**src/rtl/switch_event_encoder_if.sv**
```systemverilog
// Show-ahead event stream from the switch encoder to its consumer.
// The master presents the head event and the slave acknowledges it with ev_ready.
interface switch_event_encoder_if;
  logic       ev_valid;
  logic       ev_ready;
  logic [3:0] ev_index;
  logic       ev_level;

  modport master (output ev_valid, ev_index, ev_level, input ev_ready);
  modport slave  (input ev_valid, ev_index, ev_level, output ev_ready);
endinterface

```
**src/rtl/switch_event_encoder.sv**
```systemverilog
// Ten slide switches: synchronize, debounce, and queue each accepted level change
// as an {index, level} event in a small show-ahead FIFO.
module switch_event_encoder #(
  parameter int unsigned DEBOUNCE_CYCLES = 32'd500000,
  parameter int unsigned FIFO_DEPTH      = 4
) (
  input  logic                         clock,
  input  logic                         reset,
  input  logic [9:0]                   sw,
  switch_event_encoder_if.master       ev,
  output logic [9:0]                   stable_sw,
  output logic                         overflow
);

  localparam int CW = $clog2(DEBOUNCE_CYCLES);
  localparam int PW = (FIFO_DEPTH > 1) ? $clog2(FIFO_DEPTH) : 1;
  localparam int OW = PW + 1;
  localparam logic [CW-1:0] CNT_LAST  = CW'(DEBOUNCE_CYCLES - 1);
  localparam logic [OW-1:0] OCC_FULL  = OW'(FIFO_DEPTH);

  logic [9:0]    sync1_reg, sync2_reg;
  logic [CW-1:0] cnt_reg [10];
  logic [9:0]    stable_reg;
  logic [9:0]    pending_reg, pend_level_reg;
  logic          overflow_reg;

  logic [4:0]    mem [FIFO_DEPTH];
  logic [PW-1:0] wr_ptr_reg, rd_ptr_reg;
  logic [OW-1:0] count_reg;

  logic [9:0]    hit, push_mask, lost;
  logic          sel_valid;
  logic [3:0]    sel_idx;
  logic          pop, can_push, push;
  logic [4:0]    head;

  // A switch is accepted on the edge that would complete DEBOUNCE_CYCLES mismatches.
  generate
    for (genvar gi = 0; gi < 10; gi++) begin : g_hit
      assign hit[gi] = (sync2_reg[gi] != stable_reg[gi]) && (cnt_reg[gi] == CNT_LAST);
    end
  endgenerate

  always_comb begin
    sel_valid = 1'b0;
    sel_idx   = 4'd0;
    for (int i = 9; i >= 0; i--) begin
      if (pending_reg[i]) begin
        sel_valid = 1'b1;
        sel_idx   = 4'(i);
      end
    end
  end

  assign pop       = (count_reg != '0) && ev.ev_ready;
  assign can_push  = (count_reg < OCC_FULL) || pop;
  assign push      = sel_valid && can_push;
  assign push_mask = push ? (10'b1 << sel_idx) : 10'b0;
  // A re-debounce only loses an event if the older one is not leaving this very edge.
  assign lost      = hit & pending_reg & ~push_mask;

  always_ff @(posedge clock or posedge reset) begin
    if (reset) begin
      sync1_reg      <= '0;
      sync2_reg      <= '0;
      stable_reg     <= '0;
      pending_reg    <= '0;
      pend_level_reg <= '0;
      overflow_reg   <= 1'b0;
      wr_ptr_reg     <= '0;
      rd_ptr_reg     <= '0;
      count_reg      <= '0;
      for (int i = 0; i < 10; i++) cnt_reg[i] <= '0;
    end else begin
      sync1_reg <= sw;
      sync2_reg <= sync1_reg;
      for (int i = 0; i < 10; i++) begin
        if (sync2_reg[i] != stable_reg[i]) begin
          if (cnt_reg[i] == CNT_LAST) begin
            stable_reg[i] <= sync2_reg[i];
            cnt_reg[i]    <= '0;
          end else begin
            cnt_reg[i] <= cnt_reg[i] + 1'b1;
          end
        end else begin
          cnt_reg[i] <= '0;
        end
      end
      pending_reg    <= (pending_reg & ~push_mask) | hit;
      pend_level_reg <= (pend_level_reg & ~hit) | (sync2_reg & hit);
      overflow_reg   <= overflow_reg | (|lost);
      if (push) wr_ptr_reg <= wr_ptr_reg + 1'b1;
      if (pop)  rd_ptr_reg <= rd_ptr_reg + 1'b1;
      case ({push, pop})
        2'b10:   count_reg <= count_reg + 1'b1;
        2'b01:   count_reg <= count_reg - 1'b1;
        default: count_reg <= count_reg;
      endcase
    end
  end

  // Event storage carries no reset so it can map onto distributed/block memory.
  always_ff @(posedge clock) begin
    if (push) mem[wr_ptr_reg] <= {sel_idx, pend_level_reg[sel_idx]};
  end

  assign head        = mem[rd_ptr_reg];
  assign ev.ev_valid = (count_reg != '0);
  assign ev.ev_index = reset ? 4'd0 : head[4:1];
  assign ev.ev_level = reset ? 1'b0 : head[0];
  assign stable_sw   = stable_reg;
  assign overflow    = overflow_reg;

endmodule

```
**src/flat_wrapper.sv**
```systemverilog
// flat-port wrapper written by rule: the top's interface ports become plain ports
module switch_event_encoder_flat 
#(
  parameter int unsigned DEBOUNCE_CYCLES = 32'd500000,
  parameter int unsigned FIFO_DEPTH      = 4
)
  (clock, reset, sw, stable_sw, overflow, ev_ev_valid, ev_ev_index, ev_ev_level, ev_ev_ready);
  switch_event_encoder_if ev_i ();
  input  logic clock;
  input  logic reset;
  input  logic [9:0] sw;
  output logic [9:0] stable_sw;
  output logic overflow;
  output wire logic [$bits(ev_i.ev_valid)-1:0] ev_ev_valid;
  output wire logic [$bits(ev_i.ev_index)-1:0] ev_ev_index;
  output wire logic [$bits(ev_i.ev_level)-1:0] ev_ev_level;
  input wire logic [$bits(ev_i.ev_ready)-1:0] ev_ev_ready;
  assign ev_ev_valid = ev_i.ev_valid;
  assign ev_ev_index = ev_i.ev_index;
  assign ev_ev_level = ev_i.ev_level;
  assign ev_i.ev_ready = ev_ev_ready;
  switch_event_encoder #(.DEBOUNCE_CYCLES(DEBOUNCE_CYCLES), .FIFO_DEPTH(FIFO_DEPTH)) u_core (.clock(clock), .reset(reset), .sw(sw), .ev(ev_i), .stable_sw(stable_sw), .overflow(overflow));
endmodule
```
**config.mk**
```make
export PLATFORM = sky130hd
export DESIGN_NAME = switch_event_encoder_flat
export DESIGN_NICKNAME = d
export VERILOG_FILES = /design/src/rtl/switch_event_encoder_if.sv /design/src/rtl/switch_event_encoder.sv /design/src/flat_wrapper.sv
export SDC_FILE = /design/constraint.sdc
export NUM_CORES = 1
export LEC_CHECK = 0
export ABC_AREA = 1
export BUFFER_PORTS_ARGS = -buffer_cell sky130_fd_sc_hd__buf_2
export CORE_ASPECT_RATIO = 2
export CORE_UTILIZATION = 40
export DETAILED_ROUTE_END_ITERATION = 6
export MAX_ROUTING_LAYER = met4
export PLACE_DENSITY = 0.53
export SYNTH_ARGS = -nofsm -noshare
export SYNTH_HDL_FRONTEND = slang
export SYNTH_SLANG_ARGS = --single-unit
```
**constraint.sdc**
```tcl
create_clock -name clock -period 7.7 [get_ports clock]
set_clock_uncertainty 0.15 [all_clocks]
set_input_delay 0.385 -clock clock [delete_from_list [all_inputs] [get_ports clock]]
set_output_delay 0.385 -clock clock [all_outputs]
set_load 0.05 [all_outputs]
```
-- After elaboration in Yosys (flattened, before gate mapping)
Memory sizes are Yosys's and may differ from the RTL's.
Index checks and enable logic that the tools add are counted.
- $add $sub $neg: 14
- shifts and indexed selects: 1
- bitwise logic cells: 10
- order comparisons: 2
- reduce and logical (&&, ||, !) cells: 26
- eq/ne operators: 22
- mux-type cells: 48
- operators with widths (kind ; count):
    two-way mux 19 bit ; 20
    adder 19 x 1 -> 19 bit, second input constant ; 10
    == test 19 bit, second input constant ; 10
    bitwise AND 10 bit ; 5
    two-way mux 4 bit ; 11
    inverter 10 bit ; 2
    bitwise OR 10 bit ; 2
    AND reduction 2 bit ; 10
    two-way mux 1 bit ; 14
    logical AND 1 bit ; 12
    two-way mux 10 bit ; 1
    inequality test 1 bit ; 10
    OR reduction 10 bit ; 1
    << shifter 1 x 4 -> 10 bit, first input constant ; 1
    one-hot mux 3 bit (2 select lines) ; 1
    < comparator 4 x 5 -> 1 bit, second input constant ; 1
    adder 2 x 1 -> 2 bit, second input constant ; 2
    binary-select mux 1 bit (select 4 bit) ; 1
    adder 3 x 1 -> 3 bit, second input constant ; 1
    < comparator 3 bit, second input constant ; 1
    nonzero test 3 bit ; 1
    subtractor 3 x 1 -> 3 bit, second input constant ; 1
    == test 2 x 1 -> 1 bit, second input constant ; 1
    == test 2 bit, second input constant ; 1
    3 further kinds ; 3
- word-level logic and storage cells: 152
- memories: 1
- register bits: 248
- bits of input ports: 13
- output and inout port bits: 17
- memory bits (writable): 20
- memories (memory ; words ; bits a word ; rd ports ; clocked after memory_dff ; write ports ; line ; RTL):
    u_core.mem ; 4 ; 5 ; 1 ; 0 ; 1 ; switch_event_encoder.sv:27 ; logic [4:0] mem [FIFO_DEPTH];

-- Longest topological paths before layout
- depth in word-level cells: 16
- depth in mapped cells: 16
- mapped depth without buffers: 16

-- Least setup slack after synthesis
OpenSTA, ideal clock, no wires.
- kind: flip-flop to flip-flop
- from: register u_core.count_reg[0]
- to: register u_core.count_reg[1]
- required time: 7467 ps
- data arrival time: 1993 ps
- clock period less this slack: 2226 ps
- path buffers: 0
- path slack: 5474 ps
- setup time: 83 ps
- stages on the path, launching flop included: 8
- cell sequence: dfrtp_1 -> inv_1 -> nand3_1 -> and2_1 -> ha_1 -> inv_1 -> fa_1 -> o21ai_0
- cells in the longest elaborated chain, start to end: 6
- elaborated cells on any way between the ends: 11
- those cells by class: add/sub (2); order compare (1); eq/ne (2); mux (1); reduce/logical (5)
- RTL lines (what ; line ; RTL):
    start: declaration ; switch_event_encoder.sv:29 ; logic [OW-1:0] count_reg;
    start signal: assignment ; switch_event_encoder.sv:95 ; 2'b10: count_reg <= count_reg + 1'b1;
    start signal: assignment ; switch_event_encoder.sv:96 ; 2'b01: count_reg <= count_reg - 1'b1;
    start signal: assignment ; switch_event_encoder.sv:97 ; default: count_reg <= count_reg;
    nonzero test 3 bit (*) ; -- ;
    via ev_ev_valid ; flat_wrapper.sv:14 ; output wire logic [$bits(ev_i.ev_valid)-1:0] ev_ev_valid;
    logical AND 1 bit (*) ; switch_event_encoder.sv:55 ; assign pop = (count_reg != '0) && ev.ev_ready;
    via u_core.pop ; switch_event_encoder.sv:34 ; logic pop, can_push, push;
    logical OR 1 bit ; switch_event_encoder.sv:56 ; assign can_push = (count_reg < OCC_FULL) || pop;
    logical AND 1 bit ; switch_event_encoder.sv:57 ; assign push = sel_valid && can_push;
    == test 2 x 1 -> 1 bit or == test 2 bit (tied branches) ; switch_event_encoder.sv:94 ; case ({push, pop})
    one-hot mux 3 bit (2 select lines) or nonzero test 2 bit (tied branches) ; -- ;
The timed path passes the listed nets; every way through them passes the cells marked *.
A chain may end at the register's enable or synchronous reset.

-- Worst setup path after layout
- from: register u_core.rd_ptr_reg[0]
- to: output ev_ev_index[3]
- cells in the longest elaborated chain, start to end: 2
- RTL lines (what ; line ; RTL):
    start: declaration ; switch_event_encoder.sv:28 ; logic [PW-1:0] wr_ptr_reg, rd_ptr_reg;
    start signal: assignment ; switch_event_encoder.sv:93 ; if (pop) rd_ptr_reg <= rd_ptr_reg + 1'b1;
    memory read (4 x 5 bit) ; -- ;
    two-way mux 4 bit ; switch_event_encoder.sv:109 ; assign ev.ev_index = reset ? 4'd0 : head[4:1];
    end: declaration ; flat_wrapper.sv:15 ; output wire logic [$bits(ev_i.ev_index)-1:0] ev_ev_index;
Every way passes these cells.

==> summary.txt <==
Run status
  – Status: complete, no violations

Floorplanning
  – Row cnt: 91
  – Die Width: 127 µm
  – Core ar.: 30900 µm²
  – Die area: 32000 µm²
  – IO Count: 30
  – Chip Height: 252 µm
  – Initial Util: 40.5%

Run
  – Max Cap Viol: 0

STA
  – Slew Limit Headroom: 41.0%
  – Final setup margin: 5240 ps
  – Fmax: 0.406 GHz
  – Worst-margin pin slew: 885 ps
  – Fin. max-slew vios: 0
  – Setup-failing EPs final: 0
  – RSZ-0062 raised after global routing: no
  – Final Hold Vio Count: 0
  – Final period utilization: 32.0%
  – Crit path time final: 2460 ps
  – Fin Setup TNS: 0 ps
  – WHS: 178 ps

GRT
  – Vias in the first global route: 9874
  – Total gr overflow: 0
  – All-Layer GR Usage: 18.3%
  – Global-route wire length before repair: 45.7 mm
  – Largest net degree at the start of global routing: 101
  – Initial antenna violation count: 0

Routing
  – DRT Wirelength: 26.9 mm
  – 1st-pass router iterations: 5
  – Routed WL per cell: 14.0 µm
  – DRC Markers: 0
  – Initial DRC Count: 372
  – DR vias: 9379
  – Antenna-violating nets left: 0
  – Via density: 4.88

Finish
  – Layout cell share with drive strength beyond 1: 10.8%
  – Largest register FFs: 190
  – Fillers: 3056
  – Fin nets: 1514
  – Area growth from synthesis to layout: 12.6%
  – # diodes: 0

Synth
  – Sequential-to-total area share from yosys stat: 52.4%
  – Share of the synthesized area in the top cell type: 47.6%
  – Synth top cells by count: 238 x dfrtp_1, 205 x inv_1, 204 x nand2_1
  – Synth Area per Inst: 8.82 µm²
  – Mapped Cells: 1418
  – Syn Std Cell Area: 12500 µm²
  – Cells taking the most area after synthesis: dfrtp_1 48%, inv_1 6.2%, nand2_1 6.1%
  – Share of synthesized registers carrying an async set or reset: 92.2%
  – Post-synthesis cell type count: 52
  – Net count of the mapped netlist: 1447
  – EDFF count, synth: 20
  – Yosys top cell by area: dfrtp_1
  – Synth Flop Type: dfrtp_1
  – Yosys Warn Count: 0
  – Leading cell type by number of instances after synthesis: dfrtp_1
  – #FFs+latches synth: 258

Placed design
  – Dpl ws: 5260 ps
  – Gpl congestion: 0.880
  – Hpwl dp: 20.0 mm
  – # port buffers: 29

Pwr
  – Lkg Pwr: 6.23 nW
  – Power per Cell Area: 241 nW/µm²
  – VDD IR max: 0.000171 V

Clock tree
  – CTS tree: built
  – Post-CTS sizing: 0
  – Sinks on Clock Net: 258
  – Postcts setup bufs: 0
  – Clk Tree Root Cell: clkbuf_16
  – Clock-pin slew on the worst setup and hold paths: 60 ps
  – Latest clock arrival within the worst-skew pair: 540 ps
  – H-tree levels: 1
  – Hold buffer count at CTS: 11
  – Total CTS buffers: 26
  – Clock tree buffer depth: 3

Critical path
  – Required @ worst endpoint: 7160 ps
  – Critical path type: reg2out
  – Crit start category: flip-flop
  – Critical Path Sink Type: output pin
  – CP Max Fanout: 13
  – CP Data Arrival Time: 1930 ps

Min path
  – Worst Hold Class: in2reg
power breakdown:
| group | leakage (nW) | total [mW] | internal [mW] | switching (mW) |
|---|---|---|---|---|
| Sequential | 3.42 | 1.57 | 1.51 | 0.0589 |
| Clock | 0.394 | 1.20 | 0.669 | 0.529 |
| Combinational | 2.42 | 0.623 | 0.173 | 0.451 |
through the flow:
| step | power [mW] | instances | utilization [%] | instance area, µm² |
|---|---|---|---|---|
| 4_1_cts | 3.46 | 1923 | 45.7 | 14100 |
| 3_3_place_gp | 2.21 | 1864 | 42.7 | 13200 |
| 2_1_floorplan | 2.06 | 1418 | - | 12500 |
| 6_report | 3.39 | 1923 | 45.7 | 14100 |
| 3_5_place_dp | 2.23 | 1864 | 42.7 | 13200 |
| 5_1_grt | 3.60 | 1923 | 45.7 | 14100 |
kinds of logic after synthesis:
| group | Yosys count | synth area share [%] |
|---|---|---|
| simple gates | 673 | 26.5 |
| flops | 258 | 52.4 |
| buf+inv | 220 | 6.62 |
| compound gates | 181 | 7.81 |
| xor+xnor | 63 | 4.41 |
| fa+ha+maj | 16 | 1.66 |
| mux | 7 | 0.630 |
area by class of cell:
class	instances	area, µm²	share of cell area, %
Clock buffer	30	687	4.87
Clock inverter	18	108	0.764
Inverter	217	822	5.83
Multi-Input combinational cell	940	5130	36.4
Sequential cell	258	6560	46.5
Tap cell	418	523	3.71
Timing Repair Buffer	42	270	1.92
placed cells by master, fill, tap and decap left out, drive strengths merged, types with 5 or more instances in the layout:
| cell type | n |
|---|---|
| dfrtp | 238 |
| nor2 | 234 |
| inv | 213 |
| nand2 | 212 |
| a21oi | 89 |
| nor3 | 74 |
| o21ai | 69 |
| nand3 | 63 |
| xor2 | 47 |
| nand4 | 43 |
| buf | 31 |
| clkbuf | 30 |
| nor4 | 24 |
| edfxtp | 20 |
| clkinv | 20 |
| xnor2 | 16 |
| ha | 15 |
| dlygate4sd3 | 11 |
| a211oi | 9 |
| nor3b | 8 |
| mux2 | 7 |
| and3 | 6 |
| or2 | 5 |
critical path, stage by stage (launching register included):
cell and delay (ps):
dfrtp_1 540, inv_1 270, o21ai_0 130, a21oi_1 160
buf_2 280
worst paths after layout:
check | cells after the start | from | slack (ps) | to
setup / recovery | 4 | u_core.rd_ptr_reg[0]$_DFFE_PP0P_ | 5240 | ev_ev_index[3]
max in group asynchronous | 4 | reset | 5650 | u_core.cnt_reg[38]$_DFF_PP0_
setup reg to reg | 12 | u_core.pending_reg[2]$_DFF_PP0_ | 5280 | u_core.count_reg[2]$_DFFE_PP0P_
min in group asynchronous | 3 | reset | 400 | u_core.rd_ptr_reg[1]$_DFFE_PP0P_
hold reg to reg | 0 | u_core.sync1_reg[0]$_DFF_PP0_ | 200 | u_core.sync2_reg[0]$_DFF_PP0_
hold / removal | 3 | ev_ev_ready | 180 | u_core.rd_ptr_reg[0]$_DFFE_PP0P_
metal layers:
metal	global-route usage (%)	vias up	part of all wire (%)
met5	-	-	0
met4	7.69	0	3.5
met3	2.39	51	3.1
met2	35.7	115	56
met1	17.7	4447	37
li1	-	4766	-
Note: power is estimated with default switching activity, not from simulation.
